**src/rtl/hub75_scan_driver_if.sv**
```systemverilog
// Display read port between the HUB75 scan driver and the pixel memory.
// The driver issues column/row/plane addresses; plane bits come back one cycle later.
interface hub75_scan_driver_if;
  logic [5:0] col_addr;
  logic [4:0] row_addr;
  logic [1:0] bcm_phase;
  logic       R1, G1, B1, R2, G2, B2;

  modport master (
    output col_addr, row_addr, bcm_phase,
    input  R1, G1, B1, R2, G2, B2
  );

  modport slave (
    input  col_addr, row_addr, bcm_phase,
    output R1, G1, B1, R2, G2, B2
  );
endinterface

```
**src/rtl/hub75_scan_driver.sv**
```systemverilog
// 64x64 1/32-scan HUB75 driver with 4-plane BCM: shifts a row/plane, blanks,
// latches, then shows for BCM_BASE << plane cycles before moving on.
module hub75_scan_driver #(
  parameter int unsigned BCM_BASE     = 64,
  parameter int unsigned BLANK_CYCLES = 4
) (
  input  logic                       clk,
  input  logic                       rst_n,
  input  logic                       en,
  hub75_scan_driver_if.master        mem,
  output logic                       p_r1,
  output logic                       p_g1,
  output logic                       p_b1,
  output logic                       p_r2,
  output logic                       p_g2,
  output logic                       p_b2,
  output logic                       p_clk,
  output logic                       p_lat,
  output logic                       p_oe_n,
  output logic [4:0]                 p_addr,
  output logic                       frame_start
);

  localparam int unsigned SHOW_MAX   = BCM_BASE << 3;
  localparam int unsigned NEED_W     = $clog2(SHOW_MAX) + 1;
  localparam int unsigned CNT_W      = (NEED_W > 10) ? NEED_W : 10;
  localparam int unsigned SHIFT_LAST = 129;
  localparam int unsigned FILL_LAST  = 127;

  typedef enum logic [2:0] {IDLE, SHIFT, BLANK, LATCH, SHOW} state_t;

  state_t             state_q, state_d;
  logic [CNT_W-1:0]   cnt_q;
  logic [CNT_W-1:0]   show_last;
  logic [5:0]         col_q;
  logic [4:0]         row_q, row_d;
  logic [1:0]         phase_q, phase_d;

  assign show_last     = CNT_W'((BCM_BASE << phase_q) - 1);
  assign mem.col_addr  = col_q;
  assign mem.row_addr  = row_q;
  assign mem.bcm_phase = phase_q;

  always_comb begin
    state_d = state_q;
    row_d   = row_q;
    phase_d = phase_q;
    case (state_q)
      IDLE:  if (en) state_d = SHIFT;
      SHIFT: if (cnt_q == CNT_W'(SHIFT_LAST)) state_d = BLANK;
      BLANK: if (cnt_q == CNT_W'(BLANK_CYCLES - 1)) state_d = LATCH;
      LATCH: state_d = SHOW;
      SHOW: begin
        if (cnt_q == show_last) begin
          if (phase_q != 2'd3) begin
            phase_d = phase_q + 2'd1;
          end else begin
            phase_d = '0;
            row_d   = row_q + 5'd1;
          end
          state_d = en ? SHIFT : IDLE;
        end
      end
      default: state_d = IDLE;
    endcase
  end

  always_ff @(posedge clk or negedge rst_n) begin
    if (!rst_n) begin
      state_q     <= IDLE;
      cnt_q       <= '0;
      col_q       <= '0;
      row_q       <= '0;
      phase_q     <= '0;
      p_r1        <= 1'b0;
      p_g1        <= 1'b0;
      p_b1        <= 1'b0;
      p_r2        <= 1'b0;
      p_g2        <= 1'b0;
      p_b2        <= 1'b0;
      p_clk       <= 1'b0;
      p_lat       <= 1'b0;
      p_oe_n      <= 1'b1;
      p_addr      <= '0;
      frame_start <= 1'b0;
    end else begin
      state_q <= state_d;
      row_q   <= row_d;
      phase_q <= phase_d;

      if (state_d != state_q || state_q == IDLE) cnt_q <= '0;
      else                                       cnt_q <= cnt_q + CNT_W'(1);

      // Column k is presented for SHIFT cycles 2k and 2k+1, then held at 63.
      if (state_q == SHOW && state_d != SHOW)
        col_q <= '0;
      else if (state_q == SHIFT && cnt_q[0] && col_q != 6'd63)
        col_q <= col_q + 6'd1;

      // Memory data seen in odd cycle 2k+1 belongs to column k.
      if (state_q == SHIFT && cnt_q[0] && cnt_q <= CNT_W'(FILL_LAST)) begin
        p_r1 <= mem.R1;
        p_g1 <= mem.G1;
        p_b1 <= mem.B1;
        p_r2 <= mem.R2;
        p_g2 <= mem.G2;
        p_b2 <= mem.B2;
      end

      p_clk  <= (state_q == SHIFT) && !cnt_q[0] && (cnt_q >= CNT_W'(2));
      p_lat  <= (state_d == LATCH);
      p_oe_n <= (state_d != SHOW);
      if (state_d == LATCH && state_q != LATCH) p_addr <= row_q;
      frame_start <= (state_d == SHIFT) && (state_q != SHIFT) &&
                     (row_d == '0) && (phase_d == '0);
    end
  end

endmodule

```
**src/flat_wrapper.sv**
```systemverilog
// flat-port wrapper written by rule: the top's interface ports become plain ports
module hub75_scan_driver_flat 
#(
  parameter int unsigned BCM_BASE     = 64,
  parameter int unsigned BLANK_CYCLES = 4
)
  (clk, rst_n, en, p_r1, p_g1, p_b1, p_r2, p_g2, p_b2, p_clk, p_lat, p_oe_n, p_addr, frame_start, mem_col_addr, mem_row_addr, mem_bcm_phase, mem_R1, mem_G1, mem_B1, mem_R2, mem_G2, mem_B2);
  hub75_scan_driver_if mem_i ();
  input  logic clk;
  input  logic rst_n;
  input  logic en;
  output logic p_r1;
  output logic p_g1;
  output logic p_b1;
  output logic p_r2;
  output logic p_g2;
  output logic p_b2;
  output logic p_clk;
  output logic p_lat;
  output logic p_oe_n;
  output logic [4:0] p_addr;
  output logic frame_start;
  output wire logic [$bits(mem_i.col_addr)-1:0] mem_col_addr;
  output wire logic [$bits(mem_i.row_addr)-1:0] mem_row_addr;
  output wire logic [$bits(mem_i.bcm_phase)-1:0] mem_bcm_phase;
  input wire logic [$bits(mem_i.R1)-1:0] mem_R1;
  input wire logic [$bits(mem_i.G1)-1:0] mem_G1;
  input wire logic [$bits(mem_i.B1)-1:0] mem_B1;
  input wire logic [$bits(mem_i.R2)-1:0] mem_R2;
  input wire logic [$bits(mem_i.G2)-1:0] mem_G2;
  input wire logic [$bits(mem_i.B2)-1:0] mem_B2;
  assign mem_col_addr = mem_i.col_addr;
  assign mem_row_addr = mem_i.row_addr;
  assign mem_bcm_phase = mem_i.bcm_phase;
  assign mem_i.R1 = mem_R1;
  assign mem_i.G1 = mem_G1;
  assign mem_i.B1 = mem_B1;
  assign mem_i.R2 = mem_R2;
  assign mem_i.G2 = mem_G2;
  assign mem_i.B2 = mem_B2;
  hub75_scan_driver #(.BCM_BASE(BCM_BASE), .BLANK_CYCLES(BLANK_CYCLES)) u_core (.clk(clk), .rst_n(rst_n), .en(en), .mem(mem_i), .p_r1(p_r1), .p_g1(p_g1), .p_b1(p_b1), .p_r2(p_r2), .p_g2(p_g2), .p_b2(p_b2), .p_clk(p_clk), .p_lat(p_lat), .p_oe_n(p_oe_n), .p_addr(p_addr), .frame_start(frame_start));
endmodule
```
**config.mk**
```make
export PLATFORM = sky130hd
export DESIGN_NAME = hub75_scan_driver_flat
export DESIGN_NICKNAME = d
export VERILOG_FILES = /design/src/rtl/hub75_scan_driver_if.sv /design/src/rtl/hub75_scan_driver.sv /design/src/flat_wrapper.sv
export SDC_FILE = /design/constraint.sdc
export NUM_CORES = 1
export LEC_CHECK = 0
export CAP_MARGIN = 20
export CORE_MARGIN = 8
export CORE_UTILIZATION = 47
export DETAILED_ROUTE_END_ITERATION = 12
export PLACE_DENSITY = 0.81
export SYNTH_ARGS = -nofsm -noshare
export SYNTH_HDL_FRONTEND = slang
export SYNTH_SLANG_ARGS = --single-unit
```
**constraint.sdc**
```tcl
create_clock -name clk -period 2.25 [get_ports clk]
set_input_delay 0.5625 -clock clk [delete_from_list [all_inputs] [get_ports clk]]
set_output_delay 0.5625 -clock clk [all_outputs]
set_load 0.02 [all_outputs]
```
==> results of run 1 <==
## logic make-up (layout without fill, tap and decap cells)
family | Yosys count | after routing | synth area share
flops | 41 | 41 | 0.485
simple gates | 73 | 73 | 0.190
buf+inv | 16 | 73 | 0.0420
compound gates | 15 | 15 | 0.0538
fa+ha+maj | 8 | 8 | 0.0473
mux | 17 | 17 | 0.0904
xor+xnor | 22 | 22 | 0.0910
## registers in the layout, summed over array words and instances, names as in the netlist
signal and flops:
u_core.cnt_q 10, u_core.mem.col_addr 6, u_core.mem.row_addr 5, u_core.p_addr 5, u_core.state_q 3, u_core.mem.bcm_phase 2
u_core.frame_start 1, u_core.p_b1 1, u_core.p_b2 1, u_core.p_clk 1, u_core.p_g1 1, u_core.p_g2 1
u_core.p_lat 1, u_core.p_oe_n 1, u_core.p_r1 1, u_core.p_r2 1
## power breakdown
group	switching [W]	total (W)	internal [W]
Sequential	0.000126	0.00103	0.000899
Clock	0.000246	0.000579	0.000333
Combinational	0.000481	0.000960	0.000479
## layout make-up
cell class,count,area [um^2],share of cell area
clock inverters,2,38.8,0.0138
multi-input cells,135,1060,0.378
well taps,52,65.1,0.0232
inverters,9,33.8,0.0120
repair buffers,56,505,0.180
flip-flops and latches,41,1030,0.367
clock buffers,6,72.6,0.0259
## repair_timing
action / 4_1_cts / 5_1_grt
pin swaps: 1 / 0
resized for setup: 0 / 5
cloned: 0 / 0
buffers inserted: 0 / 1
endpoints found under the setup margin: 1 / 10
## critical path, stage by stage (launching register included)
cell	delay (ns)
dfrtp_2	0.39
inv_2	0.05
ha_4	0.17
xnor2_4	0.13
or4b_4	0.53
or4_4	0.58
mux2_4	0.31
## routing by layer
layer  GRT usage  vias to the layer above  wire [um]
met1       0.158                      797       2030
li1            -                      783          -
met5           0                        -          0
met4      0.0399                        0         49
met3      0.0518                        6        270
met2       0.219                       36       2160
## path summary, 6_finish.rpt
| kind | from | to | slack [ns] | depth (start not counted) |
|---|---|---|---|---|
| max in group asynchronous | rst_n | u_core.p_oe_n$_DFF_PN1_ | 1.57 | 2 |
| max reg2reg | u_core.mem.bcm_phase[1]$_DFF_PN0_ | u_core.mem.row_addr[1]$_DFF_PN0_ | -0.02 | 6 |
| min in group clk | u_core.p_addr[3]$_DFFE_PN0P_ | u_core.p_addr[3]$_DFFE_PN0P_ | 0.51 | 1 |
| min reg2reg | u_core.p_addr[3]$_DFFE_PN0P_ | u_core.p_addr[3]$_DFFE_PN0P_ | 0.51 | 1 |
| max | u_core.mem.bcm_phase[1]$_DFF_PN0_ | u_core.mem.row_addr[1]$_DFF_PN0_ | -0.02 | 6 |
| min | rst_n | u_core.p_g1$_DFFE_PN0P_ | 0.12 | 1 |
## through the flow
| step | total power, W | hold slack (ns) |
|---|---|---|
| 4_1_cts | 0.00259 | 0.121 |
| 3_5_place_dp | 0.00200 | 0.443 |
| 6_report | 0.00256 | 0.124 |
| 2_1_floorplan | 0.00156 | 0.267 |
| 3_3_place_gp | 0.00197 | 0.443 |
| 5_1_grt | 0.00274 | 0.127 |
## cell usage after synthesis (2+ instances only)
master    number  area, um^2
mux2_2        13         146
nand2_1        7        26.3
nand2b_1       2        12.5
o21ai_0        2        10.0
and3_1         4        25.0
inv_1          9        33.8
buf_2          2        10.0
nor4_1         5        31.3
xnor2_1        8        70.1
nor2_1        23        86.3
mux2i_1        3        30.0
nand3_1        6        30.0
a21oi_1        2        10.0
a31o_2         2        17.5
buf_6          3        33.8
nand4_1        7        43.8
or3_1          2        12.5
xor2_1        14         123
dfrtp_1       40        1000
a31oi_1        2        12.5
ha_1           8         100
nor3_1         4        20.0
or4_1          2        15.0
nor2b_1        2        12.5
==> summary.md, run 1 <==
| Metric | Value |
|---|---|
| Status | finished, violations left |
| Failing checks | setup timing |
| Critical path class | reg2reg |
| Max cap viols | 0 |
| Largest net degree at the start of global routing | 19 |
| CTS Buf Count | 5 |
| Hpwl dp | 3360 um |
| Worst-path clk slew | 0.08 ns |
| Clock Skews | 0.00712 ns |
| Height of the die | 83.1 um |
| Mapped cell area | 2120 um^2 |
| Hold Fails Final Rpt | 0 |
| Worst Slack Setup Final | -0.0224 ns |
| Commonest non-fill, non-tap cell in the layout | dfrtp_1 |
| Die Span X | 83.1 um |
| DR WL/cell | 15.0 um |
| Gp weighted congestion | 0.821 |
| RSZ-0062 raised after global routing | true |
| Routed vias | 1622 |
| H-tree levels | 2 |
| Worst Hold Class | in2async |
| Grt ovf | 0 |
| Fin util | 0.644 |
| Slew Viols, Final | 0 |
| CTS tree | done |
| Worst rel slew slack | 0.579 |
| Commonest non-fill, non-tap cells in the layout | 38 x dfrtp_1, 35 x clkdlybuf4s50_1, 23 x nor2_1, 20 x buf_4, 14 x xor2_1 |
| Initial antenna violation count | 0 |
| Cts hold-fix bufs | 0 |
| Total GRT Usage | 0.134 |
| Tightest Pin Transition | 0.629 ns |
| Layout cells sized above 1 | 0.241 |
| Syn Area/Cell | 11.0 um^2 |
| First-pass GRT wire length | 7790 um |
| Drt first-iter violations | 137 |
| Crit path DAT | 2.45 ns |
| Clk buf depth | 2 |
| DRT Pass-1 Iters | 4 |
| Die area | 6910 um^2 |
| Initial Utilization | 0.486 |
| Worst-skew pair later-pin latency | 0.29 ns |
| Core area | 4350 um^2 |
| Post-Syn Instances | 192 |
| Asr flop ratio synth | 1.00 |
| Row count | 24 |
| Pre-CTS WS | -0.00106 ns |
| Setup violators final | 1 |
| Seq cells post-synth | 41 |
| Post-route ant nets | 0 |
| Data required, critical path | 2.43 ns |
| Remaining DRCs | 0 |
| # placed instances | 292 |
| Worst-path maximum fanout | 5 |
| Syn nets | 209 |
| Area growth, synth to finish | 32.4% |
| Final instance area | 2800 um^2 |
| Number of fill cells | 332 |
| Ys Warns | 0 |
| Root Driver | clkbuf_8 |
| Main synth FF type | dfrtp_1 |
| Post-DP Area | 2650 um^2 |
| Seq/Total Area, Yosys | 0.485 |
| CP Capture Type | flip-flop |
| Total negative slack | -0.0224 ns |
| Startpoint Class | flip-flop |
| CTS Sinks | 41 |
| P_leak | 1.29 nW |
| Vias in the first global route | 1684 |
| Non-Filler Instances | 301 |
| Maximum vdd drop | 0.731 mV |
| Yosys cell types | 44 |
| Nets | 265 |
| Total I/O pin count | 37 |
| WL final | 4510 um |
| Achievable Freq | 0.440 GHz |
| Power per cell area | 914 nW/um^2 |
| Vias per cell | 5.39 |
| Fin crit period | 2.27 ns |
| Post-synth EDFFs | 0 |
| IO buf count | 36 |
| Antenna diodes | 0 |
| Crit share post-route | 1.01 |
(Power assumes the default switching activity.)
==> inputs of run 2 (changes only) <==
- RECOVER_POWER: not set -> 25
==> run 2 against run 1 <==
The flow still finishes with violations (setup timing). Sequential cell count did not move. Total power barely moved. Sequential power barely moved. Sequential share of layout area rose by 0.12 points. Utilization fell by 0.20 points. Via count rose by 0.25%. Global-route usage did not move. Routed wire length rose by 0.18%. First-iteration DRC count fell by 0.73%. Fmax did not move. Critical path depth did not move. Non-clock buffer count did not move. Largest cell class unchanged.
==> summary.md, run 2 (synthesized netlist as in run 1, its figures left out) <==
| Metric | Value |
|---|---|
| Gp weighted congestion | 0.821 (unchanged) |
| Nets | 265 (unchanged) |
| Power per cell area | 917 nW/um^2 (+0.28%) |
| Clk buf depth | 2 (unchanged) |
| Worst-path clk slew | 0.08 ns (about the same) |
| Largest net degree at the start of global routing | 19 (unchanged) |
| Non-Filler Instances | 301 (unchanged) |
| Antenna diodes | 0 (unchanged) |
| Core area | 4350 um^2 (unchanged) |
| Worst reg-to-reg path cell count | 6 (unchanged) |
| Routed vias | 1626 (+0.25%) |
| Combinational share of power | 0.374 (about the same) |
| Root Driver | clkbuf_8 |
| DR WL/cell | 15.0 um (+0.18%) |
| Slowest cell on crit path | or4_4 |
| Tightest Pin Transition | 0.909 ns (+0.280 ns) |
| Clock Skews | 0.00678 ns (-0.000334 ns) |
| Failing checks | setup timing |
| Worst Hold Class | in2async |
| Layout cells sized above 1 | 0.229 (-0.0120) |
| Initial antenna violation count | 0 (unchanged) |
| Worst-skew pair later-pin latency | 0.29 ns (about the same) |
| Hpwl dp | 3360 um (unchanged) |
| Die area | 6910 um^2 (unchanged) |
| Hold Fails Final Rpt | 0 (unchanged) |
| RSZ-0062 raised after global routing | true |
| # placed instances | 292 (unchanged) |
| Height of the die | 83.1 um (unchanged) |
| CTS Buf Count | 5 (unchanged) |
| Commonest non-fill, non-tap cells in the layout | 38 x dfrtp_1, 35 x clkdlybuf4s50_1, 23 x nor2_1, 18 x buf_4, 14 x xor2_1 |
| Critical path class | reg2reg |
| Data required, critical path | 2.43 ns (about the same) |
| Clock share of power | 0.226 (about the same) |
| Status | finished, violations left |
| Maximum vdd drop | 0.732 mV (about the same) |
| Startpoint Class | flip-flop |
| First-pass GRT wire length | 7790 um (unchanged) |
| CTS Sinks | 41 (unchanged) |
| CP max stage delay | 0.58 ns (about the same) |
| Crit share post-route | 1.01 (about the same) |
| Max reg flops | 10 (unchanged) |
| DRT Pass-1 Iters | 4 (unchanged) |
| P_leak | 1.28 nW (-0.78%) |
| Reg2reg end | u_core.mem.row_addr[1]$_DFF_PN0_ |
| Crit-path cells | inv_2 > ha_4 > xnor2_4 > or4b_4 > or4_4 > mux2_4 |
| Total I/O pin count | 37 (unchanged) |
| Total negative slack | -0.0224 ns (-0.00000290 ns) |
| Die Span X | 83.1 um (unchanged) |
| Initial Utilization | 0.486 (unchanged) |
| Internal | 0.00171 W (-0.11%) |
| Worst rel slew slack | 0.394 (-0.185) |
| Fin crit period | 2.27 ns (+0.00000290 ns) |
| Post-route ant nets | 0 (unchanged) |
| Row count | 24 (unchanged) |
| Net Switching | 0.000854 W (+0.11%) |
| CTS tree | done |
| IO buf count | 36 (unchanged) |
| Seq pwr share | 0.400 (about the same) |
| Vias per cell | 5.40 (+0.25%) |
| Worst Slack Setup Final | -0.0224 ns (-0.00000290 ns) |
| Drt first-iter violations | 136 (-0.73%) |
| Switching Fraction | 0.333 (+0.000492) |
| H-tree levels | 2 (unchanged) |
| Crit path DAT | 2.45 ns (about the same) |
| Cts hold-fix bufs | 0 (unchanged) |
| Remaining DRCs | 0 (unchanged) |
| FF-to-FF Start | u_core.mem.bcm_phase[1]$_DFF_PN0_ |
| Vias in the first global route | 1684 (unchanged) |
| Commonest non-fill, non-tap cell in the layout | dfrtp_1 |
| Worst-path maximum fanout | 5 (unchanged) |
| Grt ovf | 0 (unchanged) |
| WL final | 4520 um (+0.18%) |
| Max cap viols | 0 (unchanged) |
| CP Capture Type | flip-flop |
| Setup violators final | 1 (unchanged) |
| Achievable Freq | 0.440 GHz (unchanged) |
| Slew Viols, Final | 0 (unchanged) |
| Flop2flop setup slack | -0.02 ns (about the same) |
| Reg with most FFs | u_core.cnt_q |
| Total GRT Usage | 0.134 (unchanged) |
| Area growth, synth to finish | 32.0% |
==> run 2: critical path, delay by kind of cell (launching register included) <==
family,cells,cell delay (ns)
flip-flops,1,0.39
XOR/XNOR,1,0.13
multiplexers,1,0.31
buffers and inverters,1,0.05
adder cells (fa/ha/maj),1,0.17
AND/OR/NAND/NOR,2,1.11
==> run 2: final cells by class <==
| cell class | count | area (um^2) |
|---|---|---|
| clock buffers | 6 | 72.6 |
| clock inverters | 2 | 38.8 |
| fillers | 336 | 1560 |
| inverters | 9 | 33.8 |
| multi-input cells | 135 | 1060 |
| flip-flops and latches | 41 | 1030 |
| well taps | 52 | 65.1 |
| repair buffers | 56 | 497 |
==> run 2: power by group through the flow <==
| stage | clock, W | combinational (W) | sequential [W] |
|---|---|---|---|
| floorplan | 0 | 0.000377 | 0.00119 |
| global placement | 0 | 0.000948 | 0.00103 |
| detailed placement | 0 | 0.000961 | 0.00104 |
| CTS | 0.000597 | 0.000969 | 0.00103 |
| global route | 0.000629 | 0.00106 | 0.00105 |
| finish | 0.000579 | 0.000958 | 0.00103 |
==> run 2: metal layers <==
metal  up-vias  wire, um  track usage
li1        783         -            -
met1       801      2030        0.158
met2        36      2170        0.219
met3         6       270       0.0518
met4         0        49       0.0399
met5         -         0            0
==> run 2: worst max-delay path by stage <==
stage | startpoint | slack, ns | cells after the start | endpoint
after floorplan | u_core.mem.bcm_phase[0]$_DFF_PN0_ | -0.07 | 6 | u_core.mem.row_addr[1]$_DFF_PN0_
after global placement | u_core.mem.bcm_phase[1]$_DFF_PN0_ | 0.04 | 6 | u_core.mem.row_addr[1]$_DFF_PN0_
after detailed placement | u_core.mem.bcm_phase[1]$_DFF_PN0_ | -0.001 | 6 | u_core.mem.row_addr[1]$_DFF_PN0_
after CTS | u_core.mem.bcm_phase[1]$_DFF_PN0_ | 0.01 | 6 | u_core.mem.row_addr[1]$_DFF_PN0_
after global routing | u_core.mem.bcm_phase[1]$_DFF_PN0_ | -0.05 | 6 | u_core.mem.row_addr[1]$_DFF_PN0_
final | u_core.mem.bcm_phase[1]$_DFF_PN0_ | -0.02 | 6 | u_core.mem.row_addr[1]$_DFF_PN0_
==> run 2: timing repair <==
item | in CTS | in global routing
pin swaps | 1 | 0
setup buffers | 0 | 1
resized for setup | 0 | 5
endpoints found under the setup margin | 1 | 10
==> run 2: per-stage QoR <==
step	hold slack (ns)	area [um^2]	utilization	setup WS (ns)	total power, W
3_5_place_dp	0.443	2650	0.608	-0.00106	0.00200
4_1_cts	0.121	2760	0.634	0.0111	0.00259
3_3_place_gp	0.443	2650	0.608	0.0357	0.00197
5_1_grt	0.274	2800	0.642	-0.0505	0.00274
2_1_floorplan	0.267	2140	-	-0.0722	0.00156
6_report	0.235	2800	0.642	-0.0224	0.00256
